--- src/rtl/vip_rgb888_raw8_mosaic_if.sv ---
// Video bus between an RGB888 source and the RAW8 mosaic stage.
// The source drives per_*; the mosaic stage drives post_*.
interface vip_rgb888_raw8_mosaic_if;
  logic       per_frame_vsync;
  logic       per_frame_href;
  logic       per_frame_hsync;
  logic [7:0] per_img_red;
  logic [7:0] per_img_green;
  logic [7:0] per_img_blue;
  logic       post_frame_vsync;
  logic       post_frame_href;
  logic       post_frame_hsync;
  logic [7:0] post_img_RAW;

  modport master (
    output per_frame_vsync,
    output per_frame_href,
    output per_frame_hsync,
    output per_img_red,
    output per_img_green,
    output per_img_blue,
    input  post_frame_vsync,
    input  post_frame_href,
    input  post_frame_hsync,
    input  post_img_RAW
  );

  modport slave (
    input  per_frame_vsync,
    input  per_frame_href,
    input  per_frame_hsync,
    input  per_img_red,
    input  per_img_green,
    input  per_img_blue,
    output post_frame_vsync,
    output post_frame_href,
    output post_frame_hsync,
    output post_img_RAW
  );
endinterface

--- src/rtl/vip_rgb888_raw8_mosaic.sv ---
// RGB888 -> Bayer RAW8 re-mosaic, 2-cycle latency, with geometry checks.
// Optional test pattern path enabled by defining MOSAIC_TPG_EN.
module vip_rgb888_raw8_mosaic #(
  parameter int         IMG_HDISP       = 1280,
  parameter int         IMG_VDISP       = 720,
  parameter logic [1:0] BAYER           = 2'd0,
  parameter bit         SYNC_ACTIVE_LOW = 1'b1
) (
  input  logic       clk,
  input  logic       rst_n,
  input  logic [1:0] mirror,
`ifdef MOSAIC_TPG_EN
  input  logic       tpg_en,
`endif
  vip_rgb888_raw8_mosaic_if.slave vif,
  output logic       frame_start,
  output logic       line_len_err,
  output logic       frame_len_err
);

  localparam logic        DEAS     = SYNC_ACTIVE_LOW;
  localparam logic [13:0] HLEN     = 14'(IMG_HDISP);
  localparam logic [11:0] VLEN     = 12'(IMG_VDISP);
  localparam logic [13:0] PIX_MAX  = '1;
  localparam logic [11:0] LINE_MAX = '1;

  logic        vs_act_q, vs_act_d;
  logic        href_q, href_d;
  logic [13:0] pix_cnt_q, pix_cnt_d;
  logic [11:0] line_cnt_q, line_cnt_d;
  logic [1:0]  mir_q, mir_d;
  logic        seen_q, seen_d;
  logic        fs_q, fs_d;
  logic        lle_q, lle_d;
  logic        fle_q, fle_d;

  logic        s1_vs_q, s1_hr_q, s1_hs_q;
  logic [7:0]  s1_r_q, s1_g_q, s1_b_q;
  logic        s1_rp_q, s1_cp_q;
  logic        s1_rp_d, s1_cp_d;
  logic        s1_tpg_q, s1_tpg_d;
  logic        s2_vs_q, s2_hr_q, s2_hs_q;
  logic [7:0]  s2_raw_q, s2_raw_d;

  logic        vs_fall;
  logic        h_rise;
  logic        h_fall;
  logic [13:0] col;
  logic [7:0]  pick;

`ifdef MOSAIC_TPG_EN
  assign s1_tpg_d = tpg_en;
`else
  assign s1_tpg_d = 1'b0;
`endif

  always_comb begin
    vs_act_d   = vif.per_frame_vsync ^ DEAS;
    href_d     = vif.per_frame_href;
    vs_fall    = vs_act_q & ~vs_act_d;
    h_rise     = href_d & ~href_q;
    h_fall     = ~href_d & href_q;
    col        = h_rise ? 14'd0 : pix_cnt_q;
    pix_cnt_d  = pix_cnt_q;
    line_cnt_d = line_cnt_q;
    lle_d      = lle_q;
    mir_d      = mir_q;
    seen_d     = seen_q;
    fle_d      = fle_q;
    fs_d       = vs_fall;
    if (href_d) begin
      pix_cnt_d = (col == PIX_MAX) ? col : col + 14'd1;
    end
    if (h_fall) begin
      if (line_cnt_q != LINE_MAX) begin
        line_cnt_d = line_cnt_q + 12'd1;
      end
      if (pix_cnt_q != HLEN) begin
        lle_d = 1'b1;
      end
    end
    // Frame-start clears take priority over the line bookkeeping above
    if (vs_fall) begin
      mir_d      = mirror;
      line_cnt_d = '0;
      lle_d      = 1'b0;
      seen_d     = 1'b1;
      fle_d      = seen_q & (line_cnt_q != VLEN);
    end
    s1_rp_d = line_cnt_q[0] ^ mir_q[1] ^ BAYER[1];
    s1_cp_d = col[0] ^ mir_q[0] ^ BAYER[0];
  end

  always_comb begin
    pick = s1_g_q;
    if (s1_tpg_q) begin
      unique case (1'b1)
        (~s1_rp_q & ~s1_cp_q): pick = 8'd200;
        (~s1_rp_q &  s1_cp_q): pick = 8'd150;
        ( s1_rp_q & ~s1_cp_q): pick = 8'd100;
        ( s1_rp_q &  s1_cp_q): pick = 8'd50;
      endcase
    end else begin
      unique case (1'b1)
        (~s1_rp_q & ~s1_cp_q): pick = s1_r_q;
        ( s1_rp_q &  s1_cp_q): pick = s1_b_q;
        (s1_rp_q ^ s1_cp_q):   pick = s1_g_q;
      endcase
    end
    s2_raw_d = s1_hr_q ? pick : 8'd0;
  end

  always_ff @(posedge clk or negedge rst_n) begin
    if (!rst_n) begin
      vs_act_q   <= 1'b0;
      href_q     <= 1'b0;
      pix_cnt_q  <= '0;
      line_cnt_q <= '0;
      mir_q      <= 2'b00;
      seen_q     <= 1'b0;
      fs_q       <= 1'b0;
      lle_q      <= 1'b0;
      fle_q      <= 1'b0;
      s1_vs_q    <= DEAS;
      s1_hr_q    <= 1'b0;
      s1_hs_q    <= DEAS;
      s1_r_q     <= '0;
      s1_g_q     <= '0;
      s1_b_q     <= '0;
      s1_rp_q    <= 1'b0;
      s1_cp_q    <= 1'b0;
      s1_tpg_q   <= 1'b0;
      s2_vs_q    <= DEAS;
      s2_hr_q    <= 1'b0;
      s2_hs_q    <= DEAS;
      s2_raw_q   <= '0;
    end else begin
      vs_act_q   <= vs_act_d;
      href_q     <= href_d;
      pix_cnt_q  <= pix_cnt_d;
      line_cnt_q <= line_cnt_d;
      mir_q      <= mir_d;
      seen_q     <= seen_d;
      fs_q       <= fs_d;
      lle_q      <= lle_d;
      fle_q      <= fle_d;
      s1_vs_q    <= vif.per_frame_vsync;
      s1_hr_q    <= vif.per_frame_href;
      s1_hs_q    <= vif.per_frame_hsync;
      s1_r_q     <= vif.per_img_red;
      s1_g_q     <= vif.per_img_green;
      s1_b_q     <= vif.per_img_blue;
      s1_rp_q    <= s1_rp_d;
      s1_cp_q    <= s1_cp_d;
      s1_tpg_q   <= s1_tpg_d;
      s2_vs_q    <= s1_vs_q;
      s2_hr_q    <= s1_hr_q;
      s2_hs_q    <= s1_hs_q;
      s2_raw_q   <= s2_raw_d;
    end
  end

  assign vif.post_frame_vsync = s2_vs_q;
  assign vif.post_frame_href  = s2_hr_q;
  assign vif.post_frame_hsync = s2_hs_q;
  assign vif.post_img_RAW     = s2_raw_q;
  assign frame_start          = fs_q;
  assign line_len_err         = lle_q;
  assign frame_len_err        = fle_q;

endmodule
--- src/flat_wrapper.sv ---
// flat-port wrapper written by rule: the top's interface ports become plain ports
module vip_rgb888_raw8_mosaic_flat 
#(
  parameter int         IMG_HDISP       = 1280,
  parameter int         IMG_VDISP       = 720,
  parameter logic [1:0] BAYER           = 2'd0,
  parameter bit         SYNC_ACTIVE_LOW = 1'b1
)
  (clk, rst_n, mirror, frame_start, line_len_err, frame_len_err, vif_per_frame_vsync, vif_per_frame_href, vif_per_frame_hsync, vif_per_img_red, vif_per_img_green, vif_per_img_blue, vif_post_frame_vsync, vif_post_frame_href, vif_post_frame_hsync, vif_post_img_RAW);
  vip_rgb888_raw8_mosaic_if vif_i ();
  input  logic clk;
  input  logic rst_n;
  input  logic [1:0] mirror;
  output logic frame_start;
  output logic line_len_err;
  output logic frame_len_err;
  input wire logic [$bits(vif_i.per_frame_vsync)-1:0] vif_per_frame_vsync;
  input wire logic [$bits(vif_i.per_frame_href)-1:0] vif_per_frame_href;
  input wire logic [$bits(vif_i.per_frame_hsync)-1:0] vif_per_frame_hsync;
  input wire logic [$bits(vif_i.per_img_red)-1:0] vif_per_img_red;
  input wire logic [$bits(vif_i.per_img_green)-1:0] vif_per_img_green;
  input wire logic [$bits(vif_i.per_img_blue)-1:0] vif_per_img_blue;
  output wire logic [$bits(vif_i.post_frame_vsync)-1:0] vif_post_frame_vsync;
  output wire logic [$bits(vif_i.post_frame_href)-1:0] vif_post_frame_href;
  output wire logic [$bits(vif_i.post_frame_hsync)-1:0] vif_post_frame_hsync;
  output wire logic [$bits(vif_i.post_img_RAW)-1:0] vif_post_img_RAW;
  assign vif_i.per_frame_vsync = vif_per_frame_vsync;
  assign vif_i.per_frame_href = vif_per_frame_href;
  assign vif_i.per_frame_hsync = vif_per_frame_hsync;
  assign vif_i.per_img_red = vif_per_img_red;
  assign vif_i.per_img_green = vif_per_img_green;
  assign vif_i.per_img_blue = vif_per_img_blue;
  assign vif_post_frame_vsync = vif_i.post_frame_vsync;
  assign vif_post_frame_href = vif_i.post_frame_href;
  assign vif_post_frame_hsync = vif_i.post_frame_hsync;
  assign vif_post_img_RAW = vif_i.post_img_RAW;
  vip_rgb888_raw8_mosaic #(.IMG_HDISP(IMG_HDISP), .IMG_VDISP(IMG_VDISP), .BAYER(BAYER), .SYNC_ACTIVE_LOW(SYNC_ACTIVE_LOW)) u_core (.clk(clk), .rst_n(rst_n), .mirror(mirror), .vif(vif_i), .frame_start(frame_start), .line_len_err(line_len_err), .frame_len_err(frame_len_err));
endmodule
--- config.mk ---
export PLATFORM = sky130hd
export DESIGN_NAME = vip_rgb888_raw8_mosaic_flat
export DESIGN_NICKNAME = d
export VERILOG_FILES = /design/src/rtl/vip_rgb888_raw8_mosaic_if.sv /design/src/rtl/vip_rgb888_raw8_mosaic.sv /design/src/flat_wrapper.sv
export SDC_FILE = /design/constraint.sdc
export NUM_CORES = 1
export LEC_CHECK = 0
export BUFFER_PORTS_ARGS = -buffer_cell sky130_fd_sc_hd__buf_2
export CAP_MARGIN = 0
export CELL_PAD_IN_SITES_DETAIL_PLACEMENT = 1
export CELL_PAD_IN_SITES_GLOBAL_PLACEMENT = 2
export CORE_UTILIZATION = 39
export CTS_CLUSTER_SIZE = 24
export DETAILED_ROUTE_END_ITERATION = 8
export GPL_ROUTABILITY_DRIVEN = 0
export HOLD_SLACK_MARGIN = 0.05
export PLACE_DENSITY = 0.91
export SKIP_CTS_REPAIR_TIMING = 1
export SYNTH_ARGS = -nofsm -noshare
export SYNTH_HDL_FRONTEND = slang
export SYNTH_SLANG_ARGS = --single-unit
export TNS_END_PERCENT = 20
--- constraint.sdc ---
create_clock -name clk -period 7.24 [get_ports clk]
set_clock_uncertainty 0.05 [all_clocks]
set_input_delay 0.724 -clock clk [delete_from_list [all_inputs] [get_ports clk]]
set_output_delay 0.724 -clock clk [all_outputs]
set_load 0.01 [all_outputs]
-- Word-level counts from Yosys, hierarchy flattened
Index checks and enable logic that the tools add are counted.
- input port bits: 31
- output and inout port bits: 14
- register bits after elaboration: 73
- equal/unequal tests: 4
- add/subtract/negate cells: 2
- mux-type cells: 10
- bitwise operators: 14
- reduce and logical (&&, ||, !) cells: 5
- operators with widths (cell ; count):
    12-bit two-way mux ; 3
    14-bit two-way mux ; 2
    8-bit one-hot mux with 3 select lines ; 1
    14-bit by 1-bit adder with 14-bit output (second input constant) ; 1
    14-bit equality test (second input constant) ; 1
    14-bit by 11-bit != test with 1-bit output (second input constant) ; 1
    12-bit by 1-bit adder with 12-bit output (second input constant) ; 1
    12-bit by 10-bit != test with 1-bit output (second input constant) ; 1
    12-bit != test (second input constant) ; 1
    8-bit two-way mux ; 1
    1-bit AND ; 6
    2-bit nonzero test ; 3
    1-bit inverter ; 5
    2-bit AND reduction ; 2
    1-bit two-way mux ; 3
    1-bit bitwise XOR ; 3

-- Longest topological paths before layout
Gate-level depths: netlist of the first run.
- word-level depth: 5
- mapped depth: 11

-- Worst setup path after synthesis of the first run
OpenSTA, ideal clock, no wires.
- kind: input -> register
- from: in vif_per_frame_href
- to: reg u_core.pix_cnt_q[1]
- required time: 7.063 ns
- path slack: 4.572 ns
- cell stages on the path: 10
- arrival time: 2.491 ns
- cell sequence: nand2b_1 > nand2_1 > inv_1 > ha_1 > nand2_1 > or4_4 > buf_6 > or2_4 > nand2_4 > mux2_1
- word-level cells in the longest chain between the ends: 4
- ends and longest elaborated chain (item ; RTL line ; RTL):
    start: declaration ; flat_wrapper.sv:18 ; input wire logic [$bits(vif_i.per_frame_href)-1:0] vif_per_frame_href;
    1-bit AND ; vip_rgb888_raw8_mosaic.sv:61 ; h_rise = href_d & ~href_q;
    14-bit two-way mux ; vip_rgb888_raw8_mosaic.sv:63 ; col = h_rise ? 14'd0 : pix_cnt_q;
    14-bit by 1-bit adder with 14-bit output or 14-bit equality test (tied branches) ; vip_rgb888_raw8_mosaic.sv:72 ; pix_cnt_d = (col == PIX_MAX) ? col : col + 14'd1;
    14-bit two-way mux ; vip_rgb888_raw8_mosaic.sv:72 ;
    end signal: assignment ; vip_rgb888_raw8_mosaic.sv:140 ; pix_cnt_q <= pix_cnt_d;
    end: declaration ; vip_rgb888_raw8_mosaic.sv:29 ; logic [13:0] pix_cnt_q, pix_cnt_d;
Parallel ways exist; a longest one is shown, timed or not.
A chain may end at the register's enable or synchronous reset.

-- Final worst setup path of the first run
- from: reg u_core.href_q
- to: reg u_core.pix_cnt_q[1]
- word-level cells in the longest chain between the ends: 5
- ends and longest elaborated chain (item ; RTL line ; RTL):
    start: declaration ; vip_rgb888_raw8_mosaic.sv:28 ; logic href_q, href_d;
    start signal: assignment ; vip_rgb888_raw8_mosaic.sv:139 ; href_q <= href_d;
    1-bit inverter * ; vip_rgb888_raw8_mosaic.sv:61 ;
    1-bit AND * ; vip_rgb888_raw8_mosaic.sv:61 ;
    14-bit two-way mux * ; vip_rgb888_raw8_mosaic.sv:63 ;
    14-bit by 1-bit adder with 14-bit output or 14-bit equality test (tied branches) ; vip_rgb888_raw8_mosaic.sv:72 ;
    14-bit two-way mux * ; vip_rgb888_raw8_mosaic.sv:72 ;
Mark *: on every way between the ends. The rest lies on a longest branch, timed or not.

==> results.md, run 1 <==
* Result of the run: completed
* Async SR Flop Fraction at 1.00
* Setup TNS at 0 ns
* Logic gate share of total power at 0.185
* Synth Instances at between 200 and 300
* Flop pwr share at 0.510
* HPWL after DPL at 4.82 mm
* Pins Over Slew Limit at 0
* Register area share after synthesis at 0.593
* Gr ovfl total at 0
* RSZ-0062 raised after global routing: no
* Main synth FF type: dfrtp_1
* Overall routing resource usage at 0.189
* Slew headroom at 0.387
* DR iter-0 viols at 116
* FF-to-FF Start: u_core.href_q
* Core ar. at between 7000 and 8000 µm²
* CP endpoint kind: flop
* Top-count cell post-synth: dfrtp_1
* Number of nets still failing antenna checks after routing at 0
* Initial antenna violation count at 0
* Synth area leader: dfrtp_1
* Switching power total at 0.302 mW
* Worst-skew pair later-pin latency at 0.34 ns
* Fin. Hold Viols at 0
* CP Launch Type: flop
* Worst Hold Endpoint: u_core.vif.post_frame_vsync
* Max_cap viols at 0
* EDFF count, synth at 0
* F_max at between 0.3 and 0.4 GHz
* CTS root buffer: clkbuf_8
* Vias in the first global route at 2470
* Layout cells sized above 1 at 0.212
* H-tree level count at 3
* Syn-to-layout area delta at 15.5%
* # IOs at 45
* Setup Crit Path Kind: reg2reg
* Clock tree buffer depth at 2
* Worst Tran Pin Value at 0.897 ns
* Period Utilization, post-route at 0.425
* Distinct cells, synth at 53
* Yosys top cell area share at 0.559
* Commonest cells in the netlist: dfrtp_1, nand2_1, nor2_1
* Standard-cell rows at 32
* Cells on Worst Hold Path at 0
* Die W at between 90 and 100 µm
* Hold path startpoint: u_core.s1_vs_q
* Net Count, Synth at 321
* P per Cell Area at 267 nW/µm²
* CTS buffer count at 9
* Switch share at 0.317
* Final setup viols at 0
* Vias at 2300
* CP max FO at 28
* Syn_area_per_cell at ~11 µm²
* Pint at 0.651 mW
* Fillcell total at 870
* Synth top area cells: dfrtp_1, nand2_1, dfstp_2
* Drt pass-1 iters at 5
* Vias per cell at 5.26
* Die area at 8280 µm²
* TritonCTS clock tree: yes
* Initial Utilization at 0.402
* Die extent in y at 91 µm
* Port Buffer Count at 44
* Total clock sinks at 73
* Slack of the worst reg-to-reg path at between 4 and 5 ns
* Synth Register Bits at 73
* Critical Path AT at approximately 3.3 ns
* Largest net degree at the start of global routing at 74
* Routed WL per cell at 16.0 µm
* Clk slew on worst S/H paths at 0.08 ns
* First-pass GRT wire length at around 12 mm
* DRC viols at 0
* Nets at roughly 370
* Pwr Total at 0.953 mW
* Fin crit period at 3.08 ns
* Detailed Route WL at 7.01 mm
* # diodes at 0
* Hold crit path type: reg2reg
* FF-to-FF path depth at 9
* Max IR drop VDD at between 100 and 150 µV
* WP data required at between 7 and 8 ns
* Clk pwr share at 0.305
* Pleak at 1.63 nW
* Crit Reg-Reg Endpoint: u_core.pix_cnt_q[1]
* Yosys warning count at 0
* Post-Syn Area at 3090 µm²
* Fin util at 0.464
## worst max-delay path: stages, from the launching register on
cell and delay (ns):
dfrtp_1 0.86, nand2b_1 0.27, nand2_1 0.11, inv_1 0.10, ha_1 0.22, nand2_1 0.08, or4_4 0.57, or2_4 0.31
nand2_4 0.08, mux2_1 0.31
## flip-flops by register name (all words and copies together) (netlist names)
signal                       cells
u_core.pix_cnt_q                14
u_core.line_cnt_q               12
u_core.s1_b_q                    8
u_core.s1_g_q                    8
u_core.s1_r_q                    8
u_core.vif.post_img_RAW          8
u_core.mir_q                     2
u_core.frame_len_err             1
u_core.frame_start               1
u_core.href_q                    1
u_core.line_len_err              1
u_core.s1_cp_q                   1
u_core.s1_hs_q                   1
u_core.s1_rp_q                   1
u_core.s1_vs_q                   1
u_core.seen_q                    1
u_core.vif.post_frame_href       1
u_core.vif.post_frame_hsync      1
u_core.vif.post_frame_vsync      1
u_core.vs_act_q                  1
## placed cells by master, fill, tap and decap left out, types with 6 or more instances in the layout
master | netlist | final
and2_1 | 10 | 10
o21ai_0 | 16 | 16
xor2_1 | 6 | 6
a22oi_1 | 8 | 8
nand3_1 | 15 | 15
buf_2 | 1 | 43
inv_1 | 11 | 11
dfrtp_1 | 69 | 69
nand2_1 | 36 | 36
a21oi_1 | 8 | 8
nor2_1 | 19 | 19
clkbuf_8 | 0 | 9
## per-stage QoR
step                      setup slack (ns)  std cells  instance area [µm²]  hold WS [ns]
after floorplan                       4.57        285                 3090         0.295
after global placement                4.26        421                 3390         0.296
after detailed placement              4.15        421                 3390         0.299
after CTS                             4.13        437                 3570         0.312
after global routing                  3.93        437                 3570         0.319
final                                 4.16        437                 3570         0.309
## worst max-delay path by stage
stage                             from                   to  slack (ns)  cells past startpoint
global placement         u_core.href_q  u_core.pix_cnt_q[1]        4.26                      9
finish                   u_core.href_q  u_core.pix_cnt_q[1]        4.16                      9
CTS                      u_core.href_q  u_core.pix_cnt_q[1]        4.13                      9
detailed placement       u_core.href_q  u_core.pix_cnt_q[1]        4.15                      9
floorplan           vif_per_frame_href  u_core.pix_cnt_q[1]        4.57                     10
global route             u_core.href_q  u_core.pix_cnt_q[1]        3.93                      9
## per-layer routing
metal / vias to the layer above / track usage / wire [µm]
met5: - / 0 / 0
met4: 0 / 0.0516 / 58
met3: 4 / 0.0494 / 279
met2: 49 / 0.324 / 3530
met1: 1154 / 0.235 / 3140
li1: 1093 / - / -
## final cells by class
cell class | count | area (µm²) | share of cell area
tap | 102 | 128 | 0.0358
clock buffer | 9 | 124 | 0.0347
sequential | 73 | 1830 | 0.514
inverter | 11 | 41.3 | 0.0116
timing repair buffer | 44 | 223 | 0.0624
multi-input combinational | 191 | 1170 | 0.327
clock inverter | 7 | 53.8 | 0.0151
## kinds of logic (layout without fill, tap and decap cells)
| kind of cell | count (synthesis) | in the layout | share of synthesized area |
|---|---|---|---|
| AOI/OAI and AO/OA | 53 | 53 | 0.113 |
| DFF | 73 | 73 | 0.593 |
| buffers and inverters | 21 | 71 | 0.0296 |
| xor gates and xnor gates | 10 | 10 | 0.0284 |
| adders and majority gates | 5 | 5 | 0.0203 |
| and+or+nand+nor | 121 | 121 | 0.209 |
| muxes | 2 | 2 | 0.00689 |
## power by group through the flow
stage                     clock [mW]  sequential, mW  combinational [mW]
after global placement             0           0.492               0.169
after detailed placement           0           0.494               0.179
after CTS                      0.301           0.487               0.182
final                          0.291           0.487               0.176
after floorplan                    0           0.491               0.103
after global routing           0.318           0.492               0.201
Note: power is estimated with default switching activity, not from simulation.
==> run 2: changes to the inputs <==
Settings changed: CORE_UTILIZATION 39 to 36, PLACE_DENSITY 0.91 to 0.85.
Clock period 7.24 ns to 2.85 ns, I/O delays scaled along.
==> run 2 against run 1 <==
Effect of this change: clock-buffer cell count increased by 1; utilization increased by 0.84 points; first-iteration DRC count decreased by 22%; power increased to 2.7 times the previous value; global-route usage decreased by 0.76 points; setup slack got worse by 3.8 ns; non-clock buffer count increased by 30; final cell count increased by 7.6%; via count increased by 4.2%; critical path type unchanged; largest cell class unchanged; largest power group unchanged.
==> results.md, run 2 (synthesized netlist as in run 1, its figures left out) <==
* Worst Tran Pin Value at 0.908 ns (was 0.897 ns)
* Worst-skew pair later-pin latency at 0.34 ns (about the same)
* Max_cap viols at 0 (unchanged)
* Crit path max-delay cell type: or4_4 (was dfrtp_1)
* Largest Register: u_core.pix_cnt_q (unchanged)
* Clk slew on worst S/H paths at 0.08 ns (about the same)
* Period Utilization, post-route at 0.868 (was 0.425)
* # diodes at 0 (unchanged)
* CTS buffer count at 9 (unchanged)
* Placed Cells at 428 (was 421)
* Fin crit period at 2.47 ns (was 3.08 ns)
* CP endpoint kind: flop (unchanged)
* Number of nets still failing antenna checks after routing at 0 (unchanged)
* Fin. Hold Viols at 0 (unchanged)
* P per Cell Area at 668 nW/µm² (was 267 nW/µm²)
* Initial antenna violation count at 0 (unchanged)
* Post-Layout Cell Count at 470 (was 437)
* DRC viols at 0 (unchanged)
* Total clock sinks at 73 (unchanged)
* TritonCTS clock tree: yes (unchanged)
* Drt pass-1 iters at 4 (was 5)
* Largest delay share family, worst path: simple AND/OR/NAND/NOR gates (unchanged)
* First-pass GRT wire length at 12.1 mm (about the same)
* Critical Path AT at 2.65 ns (was 3.25 ns)
* Pins Over Slew Limit at 0 (unchanged)
* Pwr Total at 2.61 mW (was 0.953 mW)
* Highest-count cells in the layout ignoring fill and taps: dfrtp_1, buf_2, nand2_1, dlygate4sd3_1, nor2_1 (was dfrtp_1, buf_2, nand2_1, nor2_1, o21ai_0)
* Max stage delay on crit path at 0.58 ns (was 0.86 ns)
* Vias at 2396 (was 2300)
* Layout cells sized above 1 at 0.203 (was 0.212)
* Fillcell total at 924 (was 870)
* CP dominant cell by count: nand2_1 (unchanged)
* Pleak at 1.78 nW (was 1.63 nW)
* Standard-cell rows at 33 (was 32)
* DR iter-0 viols at 91 (was 116)
* Crit path buffers/inverters at 1 (unchanged)
* H-tree level count at 3 (unchanged)
* # IOs at 45 (unchanged)
* Detailed Route WL at 7.59 mm (was 7.01 mm)
* CP Launch Type: flop (unchanged)
* HPWL after DPL at 4.90 mm (was 4.82 mm)
* Port Buffer Count at 44 (unchanged)
* Gr ovfl total at 0 (unchanged)
* Vias per cell at 5.10 (was 5.26)
* Setup Crit Path Kind: reg2reg (unchanged)
* Die extent in y at 94.6 µm (was 91 µm)
* Hold_ws at 0.0318 ns (was 0.309 ns)
* Hold crit path type: in2async (was reg2reg)
* F_max at 0.404 GHz (was 0.325 GHz)
* CTS root buffer: clkbuf_8 (unchanged)
* Crit path cell chain: nand2b_1, nand2_1, inv_1, ha_1, nand2_1, or4_4, or2_4, nand2_4, mux2_1 (unchanged)
* Nets at 396 (was 366)
* Routed WL per cell at 16.2 µm (was 16.0 µm)
* Final setup viols at 0 (unchanged)
* RSZ-0062 raised after global routing: no (unchanged)
* Clock tree buffer depth at 2 (unchanged)
* Max IR drop VDD at 289 µV (was 106 µV)
* CP max FO at 8 (was 28)
* Vias in the first global route at 2345 (was 2470)
* Setup TNS at 0 ns (unchanged)
* Overall routing resource usage at 0.181 (was 0.189)
* Largest net degree at the start of global routing at 74 (unchanged)
* Regs by FF count: u_core.pix_cnt_q (14), u_core.line_cnt_q (12) (unchanged)
* Fin util at 0.472 (was 0.464)
* Die area at 8960 µm² (was 8280 µm²)
* Final instance area at 3900 µm² (was 3570 µm²)
* Syn-to-layout area delta at 26.3% (was 15.5%)
* Commonest non-fill, non-tap cell in the layout: dfrtp_1 (unchanged)
* Largest register FFs at 14 (unchanged)
* Placed Area at 3420 µm² (was 3390 µm²)
* WP data required at 3.03 ns (was 7.42 ns)
* Dpl ws at 0.353 ns (was 4.15 ns)
* Initial Utilization at 0.374 (was 0.402)
* Setup ws final at 0.376 ns (was 4.16 ns)
* Slew headroom at 0.394 (was 0.387)
* Result of the run: completed (unchanged)
* Die W at 94.6 µm (was 91 µm)
* Core ar. at 8260 µm² (was 7690 µm²)
[run 2: cell types whose count changed in the layout (fill, tap and decap cells not counted), sizes merged]
cell / before / now
clkinvlp: 3 / 1
inv: 13 / 12
bufinv: 0 / 2
buf: 44 / 48
clkbuf: 9 / 10
dlygate4sd3: 0 / 26
[run 2: layer usage]
| layer | part of all wire | GRT usage | vias up |
|---|---|---|---|
| met1 | 0.47 | 0.231 | 1193 |
| met3 | 0.036 | 0.0636 | 6 |
| li1 | - | - | 1150 |
| met4 | 0.0095 | 0.0455 | 0 |
| met5 | 0 | 0 | - |
| met2 | 0.49 | 0.293 | 47 |
[run 2: power breakdown]
part,switching [mW],internal (mW)
clock network,0.400,0.496
logic,0.271,0.209
registers,0.0819,1.15
[run 2: area by class of cell]
cell class | count | area, µm² | share of cell area
Sequential cell | 73 | 1830 | 0.470
Multi-Input combinational cell | 191 | 1170 | 0.299
Timing Repair Buffer | 74 | 513 | 0.131
Tap cell | 105 | 131 | 0.0337
Clock buffer | 10 | 128 | 0.0327
Clock inverter | 6 | 90.1 | 0.0231
Inverter | 11 | 41.3 | 0.0106
[run 2: worst register-to-register path, delay by kind of cell, from the launching register on]
kind	cells	cell delay [ns]
and+or+nand+nor	6	1.33
adders and majority gates	1	0.21
buffers and inverters	1	0.10
DFF	1	0.35
muxes	1	0.32
[run 2: worst paths after layout]
check | start | to | slack [ns] | depth (start not counted)
setup reg to reg | u_core.href_q | u_core.pix_cnt_q[1] | 0.38 | 9
setup / recovery | u_core.href_q | u_core.pix_cnt_q[1] | 0.38 | 9
hold reg to reg | u_core.s1_vs_q | u_core.vif.post_frame_vsync | 0.30 | 0
max in group asynchronous | rst_n | u_core.pix_cnt_q[9] | 2.14 | 1
hold / removal | rst_n | u_core.s1_g_q[1] | 0.03 | 1
min in group clk | mirror[0] | u_core.mir_q[0] | 0.10 | 3
